$ cat src/rtl/pmm_pkg.sv
// Shared types and helpers for the pair-match monitor: state encoding,
// compare-mode constants and a saturating increment.
package pmm_pkg;

  typedef enum logic [1:0] {
    ST_IDLE    = 2'd0,
    ST_ARMED   = 2'd1,
    ST_MATCHED = 2'd2,
    ST_TIMEOUT = 2'd3
  } state_t;

  localparam logic [1:0] MODE_EXACT = 2'd0;
  localparam logic [1:0] MODE_SWAP  = 2'd1;
  localparam logic [1:0] MODE_MSB   = 2'd2;

  localparam int unsigned SAT_W = 32;

  // Increment that sticks at max_v instead of wrapping.
  function automatic logic [SAT_W-1:0] sat_inc(input logic [SAT_W-1:0] v,
                                               input logic [SAT_W-1:0] max_v);
    return (v >= max_v) ? max_v : v + SAT_W'(1);
  endfunction

endpackage

$ cat src/rtl/pair_cmp.sv
// Combinational operand-pair comparator; mode 3 falls back to exact compare.
module pair_cmp
  import pmm_pkg::*;
#(
  parameter int unsigned WIDTH = 4
) (
  input  logic [WIDTH-1:0] num1,
  input  logic [WIDTH-1:0] num2,
  input  logic [WIDTH-1:0] t1,
  input  logic [WIDTH-1:0] t2,
  input  logic [1:0]       mode,
  output logic             hit
);

  logic exact;
  logic swapped;
  logic msb_eq;

  always_comb begin
    exact   = (num1 == t1) && (num2 == t2);
    swapped = (num1 == t2) && (num2 == t1);
    msb_eq  = (num1[WIDTH-1] == t1[WIDTH-1]) && (num2[WIDTH-1] == t2[WIDTH-1]);
    hit     = exact;
    case (mode)
      MODE_SWAP: hit = exact || swapped;
      MODE_MSB:  hit = msb_eq;
      default:   hit = exact;
    endcase
  end

endmodule

$ cat src/rtl/pair_match_monitor.sv
// Watches an operand-pair stream against a latched target and reports a sticky
// MATCH after HOLD consecutive hits, or TIMEOUT when the window runs out.
module pair_match_monitor
  import pmm_pkg::*;
#(
  parameter int unsigned WIDTH = 4,
  parameter int unsigned HOLD  = 2,
  parameter int unsigned CNT_W = 8
) (
  input  logic             clk,
  input  logic             rst,
  input  logic             start,
  input  logic             clear,
  input  logic [1:0]       mode,
  input  logic [CNT_W-1:0] window,
  input  logic             valid,
  input  logic [WIDTH-1:0] num1,
  input  logic [WIDTH-1:0] num2,
  input  logic [WIDTH-1:0] a_num1,
  input  logic [WIDTH-1:0] a_num2,
  output logic             busy,
  output logic             match,
  output logic             timeout,
  output logic [CNT_W-1:0] hit_count,
  output logic [1:0]       state_o
);

  // HOLD is limited to 1..15, so the run counter never needs more than 4 bits.
  localparam int unsigned RUN_W   = 4;
  localparam logic [31:0] CNT_MAX = 32'((64'd1 << CNT_W) - 64'd1);

  state_t           state_q,     state_d;
  logic [WIDTH-1:0] t1_q,        t1_d;
  logic [WIDTH-1:0] t2_q,        t2_d;
  logic [1:0]       mode_q,      mode_d;
  logic [CNT_W-1:0] window_q,    window_d;
  logic [RUN_W-1:0] run_q,       run_d;
  logic [CNT_W-1:0] elapsed_q,   elapsed_d;
  logic [CNT_W-1:0] hit_count_q, hit_count_d;
  logic             busy_q,      busy_d;
  logic             match_q,     match_d;
  logic             timeout_q,   timeout_d;

  logic             cmp_hit;
  logic             hit;
  logic [CNT_W-1:0] elapsed_inc;
  logic [CNT_W-1:0] hit_count_inc;
  logic [RUN_W-1:0] run_inc;

  pair_cmp #(
    .WIDTH (WIDTH)
  ) u_cmp (
    .num1 (num1),
    .num2 (num2),
    .t1   (t1_q),
    .t2   (t2_q),
    .mode (mode_q),
    .hit  (cmp_hit)
  );

  assign hit = valid && cmp_hit;

  always_comb begin
    state_d       = state_q;
    t1_d          = t1_q;
    t2_d          = t2_q;
    mode_d        = mode_q;
    window_d      = window_q;
    run_d         = run_q;
    elapsed_d     = elapsed_q;
    hit_count_d   = hit_count_q;
    elapsed_inc   = CNT_W'(sat_inc(32'(elapsed_q), CNT_MAX));
    hit_count_inc = CNT_W'(sat_inc(32'(hit_count_q), CNT_MAX));
    run_inc       = RUN_W'(run_q + RUN_W'(1));

    if (clear) begin
      state_d     = ST_IDLE;
      run_d       = '0;
      elapsed_d   = '0;
      hit_count_d = '0;
    end else if (start) begin
      // Arming (or re-arming) latches the target; no compare on this cycle.
      state_d     = ST_ARMED;
      t1_d        = a_num1;
      t2_d        = a_num2;
      mode_d      = mode;
      window_d    = window;
      run_d       = '0;
      elapsed_d   = '0;
      hit_count_d = '0;
    end else if (state_q == ST_ARMED) begin
      elapsed_d = elapsed_inc;
      if (hit) begin
        run_d       = run_inc;
        hit_count_d = hit_count_inc;
      end else begin
        run_d = '0;
      end
      // A HOLD-th hit on the expiry cycle still counts as a match.
      if (hit && (run_inc == RUN_W'(HOLD))) begin
        state_d = ST_MATCHED;
      end else if ((window_q != '0) && (elapsed_inc == window_q)) begin
        state_d = ST_TIMEOUT;
      end
    end

    busy_d    = (state_d == ST_ARMED);
    match_d   = (state_d == ST_MATCHED);
    timeout_d = (state_d == ST_TIMEOUT);
  end

  always_ff @(posedge clk or posedge rst) begin
    if (rst) begin
      state_q     <= ST_IDLE;
      t1_q        <= '0;
      t2_q        <= '0;
      mode_q      <= '0;
      window_q    <= '0;
      run_q       <= '0;
      elapsed_q   <= '0;
      hit_count_q <= '0;
      busy_q      <= 1'b0;
      match_q     <= 1'b0;
      timeout_q   <= 1'b0;
    end else begin
      state_q     <= state_d;
      t1_q        <= t1_d;
      t2_q        <= t2_d;
      mode_q      <= mode_d;
      window_q    <= window_d;
      run_q       <= run_d;
      elapsed_q   <= elapsed_d;
      hit_count_q <= hit_count_d;
      busy_q      <= busy_d;
      match_q     <= match_d;
      timeout_q   <= timeout_d;
    end
  end

  assign busy      = busy_q;
  assign match     = match_q;
  assign timeout   = timeout_q;
  assign hit_count = hit_count_q;
  assign state_o   = state_q;

endmodule
$ cat config.mk
export PLATFORM = sky130hd
export DESIGN_NAME = pair_match_monitor
export DESIGN_NICKNAME = d
export VERILOG_FILES = /design/src/rtl/pmm_pkg.sv /design/src/rtl/pair_cmp.sv /design/src/rtl/pair_match_monitor.sv
export SDC_FILE = /design/constraint.sdc
export NUM_CORES = 1
export LEC_CHECK = 0
export ABC_AREA = 0
export BUFFER_PORTS_ARGS = -buffer_cell sky130_fd_sc_hd__buf_2
export CORE_ASPECT_RATIO = 1.75
export CORE_MARGIN = 1
export CORE_UTILIZATION = 60
export CTS_BUF_LIST = sky130_fd_sc_hd__clkbuf_4
export CTS_CLUSTER_SIZE = 20
export DETAILED_ROUTE_END_ITERATION = 8
export PLACE_DENSITY = 0.84
export SLEW_MARGIN = 20
export SYNTH_ARGS = -nofsm -noshare
export SYNTH_HDL_FRONTEND = slang
export SYNTH_SLANG_ARGS = --single-unit
$ cat constraint.sdc
create_clock -name clk -period 6.3 [get_ports clk]
set_clock_uncertainty 0.2 [all_clocks]
set_input_delay 0 -clock clk [delete_from_list [all_inputs] [get_ports clk]]
set_output_delay 0 -clock clk [all_outputs]
set_load 0.01 [all_outputs]
-- Yosys cells after proc, flatten, opt, wreduce, memory -nomap -nowiden
Cells that the tools add are included.
- register bits: 43
- input port bits: 31
- add/sub/neg operators: 3
- magnitude comparators: 2
- equality and inequality tests: 14
- mux-type cells: 19
- bitwise operators: 1
- reduce and logical (&&, ||, !) cells: 12
- operator list (cell ; count):
    $mux W8 ; 9
    $add A8 B1 Y8 const B ; 2
    $eq A4 B4 Y1 ; 4
    $ge A8 B8 Y1 const B ; 2
    $mux W4 ; 4
    $mux W2 ; 5
    $eq A8 B8 Y1 ; 1
    $reduce_bool A8 Y1 ; 1
    $eq A2 B1 Y1 const B ; 3
    $eq A2 B2 Y1 const B ; 3
    $logic_and A1 B1 Y1 ; 6
    $reduce_bool A3 Y1 ; 2
    $add A4 B1 Y4 const B ; 1
    $eq A4 B2 Y1 const B ; 1
    $reduce_and A2 Y1 ; 2
    $eq A1 B1 Y1 ; 2
    $pmux W1 S2 ; 1
    $logic_or A1 B1 Y1 ; 1
    $not A1 Y1 ; 1

-- Logic depth before layout (Yosys ltp)
- word-level depth: 11
- depth in mapped cells: 9

-- Cells and area by module
From an unflattened synthesis, not the netlist that was laid out.
- cells, all modules: 265
- area, all modules: 2562.5 µm²
- modules (own cells, without submodules) (module ; times used ; cells an instance ; area each (µm²) ; sequential area each (µm²)):
    pair_match_monitor ; 1 ; 235 ; 2311.0 ; 1076.0
    pair_cmp ; 1 ; 30 ; 251.5 ; 0.0

-- Worst setup path before layout
No wires, ideal clock.
- path type: register to register
- from: register elapsed_q[0]
- to: register busy_q (netlist: busy)
- setup time: 0.119 ns
- data arrival time: 2.518 ns
- required time: 5.981 ns
- path slack: 3.463 ns
- stages on the path, launching flop included: 10
- path buffers: 2
- period minus slack after synthesis: 2.837 ns
- path through: dfrtp_1 > ha_1 > buf_4 > and3_4 > and2_4 > buf_6 > or3_1 > a221o_1 > or4_4 > a21o_2
- longest elaborated chain between the ends: 10
- elaborated cells between the ends (all ways): 11
- those cells by class: 1 x add/sub; 1 x order compare; 2 x eq/ne; 6 x mux; 1 x reduce/logical
- RTL lines (what ; RTL line ; text):
    from (decl) ; pair_match_monitor.sv:38 ; logic [CNT_W-1:0] elapsed_q, elapsed_d;
    from (signal assigned) ; pair_match_monitor.sv:132 ; elapsed_q <= elapsed_d;
    $add A8 B1 Y8 or $ge A8 B8 Y1 (tied branches) ; pmm_pkg.sv:21 ; return (v >= max_v) ? max_v : v + SAT_W'(1);
    $mux W8 * ; pmm_pkg.sv:21 ;
    $eq A8 B8 Y1 * ; pair_match_monitor.sv:102 ; end else if ((window_q != '0) && (elapsed_inc == window_q)) begin
    $logic_and A1 B1 Y1 * ; pair_match_monitor.sv:102 ;
    $mux W2 * ; pair_match_monitor.sv:102 ;
    $mux W2 * ; pair_match_monitor.sv:100 ; if (hit && (run_inc == RUN_W'(HOLD))) begin
    $mux W2 * ; pair_match_monitor.sv:91 ; end else if (state_q == ST_ARMED) begin
    $mux W2 * ; pair_match_monitor.sv:81 ; end else if (start) begin
    $mux W2 * ; pair_match_monitor.sv:76 ; if (clear) begin
    $eq A2 B1 Y1 * ; pair_match_monitor.sv:107 ; busy_d = (state_d == ST_ARMED);
    net busy_d ; pair_match_monitor.sv:40 ; logic busy_q, busy_d;
    to (signal assigned) ; pair_match_monitor.sv:134 ; busy_q <= busy_d;
    to (decl) ; pair_match_monitor.sv:40 ;
Mark *: on every way through the listed nets, which the timed path passes. The rest lies on a longest branch.
A chain may end at the register's enable or synchronous reset.

-- Worst setup path after layout
- from: register mode_q[0]
- to: register state_q[0] (netlist: state_o[0])
- longest elaborated chain between the ends: 8
- elaborated cells between the ends (all ways): 9
- those cells by class: 2 x eq/ne; 5 x mux; 2 x reduce/logical
- RTL lines (what ; RTL line ; text):
    from (decl) ; pair_match_monitor.sv:35 ; logic [1:0] mode_q, mode_d;
    from (signal assigned) ; pair_match_monitor.sv:129 ; mode_q <= mode_d;
    $eq A2 B2 Y1 or $eq A2 B1 Y1 (tied branches) ; pair_cmp.sv:24 ; case (mode)
    $pmux W1 S2 * ; pair_cmp.sv:24 ;
    $logic_and A1 B1 Y1 * ; pair_match_monitor.sv:61 ; assign hit = valid && cmp_hit;
    $logic_and A1 B1 Y1 * ; pair_match_monitor.sv:100 ;
    $mux W2 * ; pair_match_monitor.sv:100 ;
    $mux W2 * ; pair_match_monitor.sv:91 ;
    $mux W2 * ; pair_match_monitor.sv:81 ;
    $mux W2 * ; pair_match_monitor.sv:76 ;
    net state_d[0] ; pair_match_monitor.sv:32 ; state_t state_q, state_d;
    to (signal assigned) ; pair_match_monitor.sv:126 ; state_q <= state_d;
    to (decl) ; pair_match_monitor.sv:32 ;
Marked as above.

==> results_dict.tcl <==
set metrics [dict create \
    cts_setup_buffers 0 \
    nets 357 \
    endpoint_kind "register" \
    setup_viol 0 \
    drv_cap 0 \
    h-tree-depth 2 \
    met1_usage_pct 33.4 \
    finalHoldViolations 0 \
    r2r-end "state_o[0]$_DFF_PP0_" \
    clock_path_buffers 2 \
    ys_types 50 \
    drt_iter0_drc 53 \
    rows 31 \
    startpoint_type "register" \
    first_pass_iters 4 \
    fmax_mhz 324 \
    worst-path-max-fanout 5 \
    switching_power_mw 0.155 \
    numClockSinks 43 \
    power_frac_clock_pct 24.3 \
    path_clk_slew_ns 0.13 \
    r2r-start "mode_q[0]$_DFFE_PP0P_" \
    ys_async_sr_fraction_pct 100 \
    die_area_um2 4520 \
    ios 44 \
    vias_per_cell 5.95 \
    busiest_layer "met2" \
    period_minus_slack_ns 3.09 \
    cts_root_buffer "clkbuf_4" \
    synth_xor_area_share_pct 7.90 \
    synth-compound-area-share_pct 15.0 \
    internal_power_mw 0.395 \
    final_util_pct 74.3 \
    cts_tree "yes" \
    ys_ff_latch 43 \
    grt_use_total_pct 29.5 \
    hpwlAfterDp_um 3820 \
    post_drt_wl_per_cell_um 15.7 \
    grt-ovfl-total 0 \
    grt_pass1_vias 2240 \
    tns_ns 0 \
    avgSynthCellArea_um2 9.88 \
    crit_required_ns 6.36 \
    grt_use_met2_pct 54.9 \
    ctsHoldBuffers 23 \
    numCtsBuffers 5 \
    p_comb_share_pct 18.6 \
    synth-seq-area-share_pct 42.2 \
    synth_ff_type "dfrtp_1" \
    synthAdderAreaFrac_pct 2.94 \
    reg2reg_slack_ns 3.21 \
    power.density_nw_per_um2 180 \
    cp.arrival_ns 3.14 \
    drc 0 \
    synthesis.area_um2 2550 \
    total_power_mw 0.550 \
    fin_crit_sh_pct 49.0 \
    muxShareOfSynthArea_pct 7.85 \
    die_w_um 51.3 \
    num_vias 2201 \
    cp-startpoint "mode_q[0]$_DFFE_PP0P_" \
    die_y_um 88.2 \
    ant_nets 0 \
    rsz0062_at_grt "no" \
    clk_latency_ns 0.36 \
    cts_resized 0 \
    synth_edf_count 0 \
    grt_max_degree 44 \
    drive_gt1_share_pct 24.3 \
    final_max_slew_viol_count 0 \
    start_util_pct 62.0 \
    slew_headroom_pct 36.3 \
    yosysWarnings 0 \
    mappedNetlistNets 295 \
    syn_inst 258 \
    fillers 317 \
    use_met3_pct 3.78 \
    p_leak_nw 1.33 \
    post-place-ws_ns 3.32 \
    antenna_found_initial 0 \
    drt_wl_total_um 5800 \
    fin_ws_ns 3.21 \
    synth_top_family_by_area "simple AND/OR/NAND/NOR gates" \
    num_antenna_cells 0 \
    core_um2 4110 \
    port_buffers 43 \
    grt_first_pass_wirelength_um 10100 \
    place.gp.congestion 0.832 \
    netSwitchingFraction_pct 28.1 \
    status "finished, final reports clean" \
    area_growth_pct 19.8 \
    tightestPinTransition_ns 0.954 \
    mostFrequentLayoutCells "dfrtp_1, buf_2, dlygate4sd3_1" \
    hold_path.class "in -> async" \
    r2r_cells 6 \
    synth-simple-area-share_pct 20.5 \
    path_class "reg -> reg" \
    seq_power_share_pct 57.1 \
    irDropWorstVdd_v 0.000175 \
]
## metrics by stage
| step | instance area, um2 | hold WS [ns] | std cells |
|---|---|---|---|
| 3_3_place_gp | 2770 | -0.0435 | 339 |
| 6_report | 3050 | 0.118 | 370 |
| 2_1_floorplan | 2550 | -0.133 | 258 |
| 4_1_cts | 3050 | 0.118 | 370 |
| 5_1_grt | 3050 | 0.181 | 370 |
| 3_5_place_dp | 2770 | -0.0338 | 339 |
## sequential cells by signal, summed over array words and instances, names as in the netlist
register and flops:
elapsed_q 8, match 1, hit_count 8, t2_q 4, window_q 8, busy 1, state_o 2, t1_q 4
mode_q 2, run_q 4, timeout 1
## worst max path at each step
stage                                    end
floorplan                     busy$_DFF_PP0_
global placement    hit_count[4]$_DFFE_PP0P_
detailed placement  hit_count[4]$_DFFE_PP0P_
CTS                     state_o[0]$_DFF_PP0_
global route            state_o[0]$_DFF_PP0_
finish                  state_o[0]$_DFF_PP0_
## cell families after synthesis
group | after synthesis
flip-flops | 43
AO/OA/AOI/OAI | 56
adder cells (fa/ha/maj) | 6
multiplexers | 18
XOR/XNOR | 23
AND/OR/NAND/NOR | 93
buffers and inverters | 19
## worst max-delay path, stage by stage (launching register included)
cell	delay (ns)
dfrtp_1	0.38
inv_1	0.06
ha_1	0.32
or4_1	0.63
a211oi_1	0.64
a211oi_1	0.15
dlygate4sd3_1	0.60
## synthesized netlist by cell type, types with 3 or more instances
master | count | area, um2
clkbuf_1 | 7 | 26.3
nor3_1 | 13 | 65.1
a21oi_1 | 16 | 80.1
nand4_1 | 3 | 18.8
nor4_1 | 4 | 25.0
inv_1 | 6 | 22.5
nor2_1 | 18 | 67.6
a41o_1 | 3 | 30.0
and3_1 | 3 | 18.8
ha_1 | 6 | 75.1
a311oi_1 | 4 | 35.0
nand2_1 | 13 | 48.8
a211oi_1 | 7 | 52.6
a31oi_1 | 6 | 37.5
o21ai_0 | 9 | 45.0
dfrtp_1 | 43 | 1080
nand2b_1 | 3 | 18.8
xor2_1 | 14 | 123
and4_1 | 4 | 35.0
xnor2_1 | 9 | 78.8
nand3_1 | 9 | 45.0
or3_1 | 3 | 18.8
mux2_2 | 16 | 180
nor2b_1 | 5 | 31.3
nor3b_1 | 3 | 22.5
## layer usage
layer / part of all wire [%] / routed length (um)
met1: 41 / 2390
met2: 55 / 3190
met3: 2.4 / 139
met4: 1.3 / 74
met5: 0 / 0
## power groups by stage
stage	combinational, mW	sequential (mW)	clock [mW]
CTS	0.101	0.313	0.136
finish	0.102	0.314	0.134
detailed placement	0.0894	0.318	0
floorplan	0.0650	0.315	0
global route	0.113	0.317	0.143
global placement	0.0871	0.317	0
## area by class of cell
| class | count | area [um2] | area share, % |
|---|---|---|---|
| multi-input combinational | 196 | 1380 | 45.2 |
| clock buffer | 6 | 45.0 | 1.47 |
| sequential | 43 | 1080 | 35.2 |
| inverter | 6 | 22.5 | 0.737 |
| timing repair buffer | 68 | 460 | 15.1 |
| clock inverter | 2 | 7.51 | 0.246 |
| tap | 49 | 61.3 | 2.01 |
(Power assumes the default switching activity.)
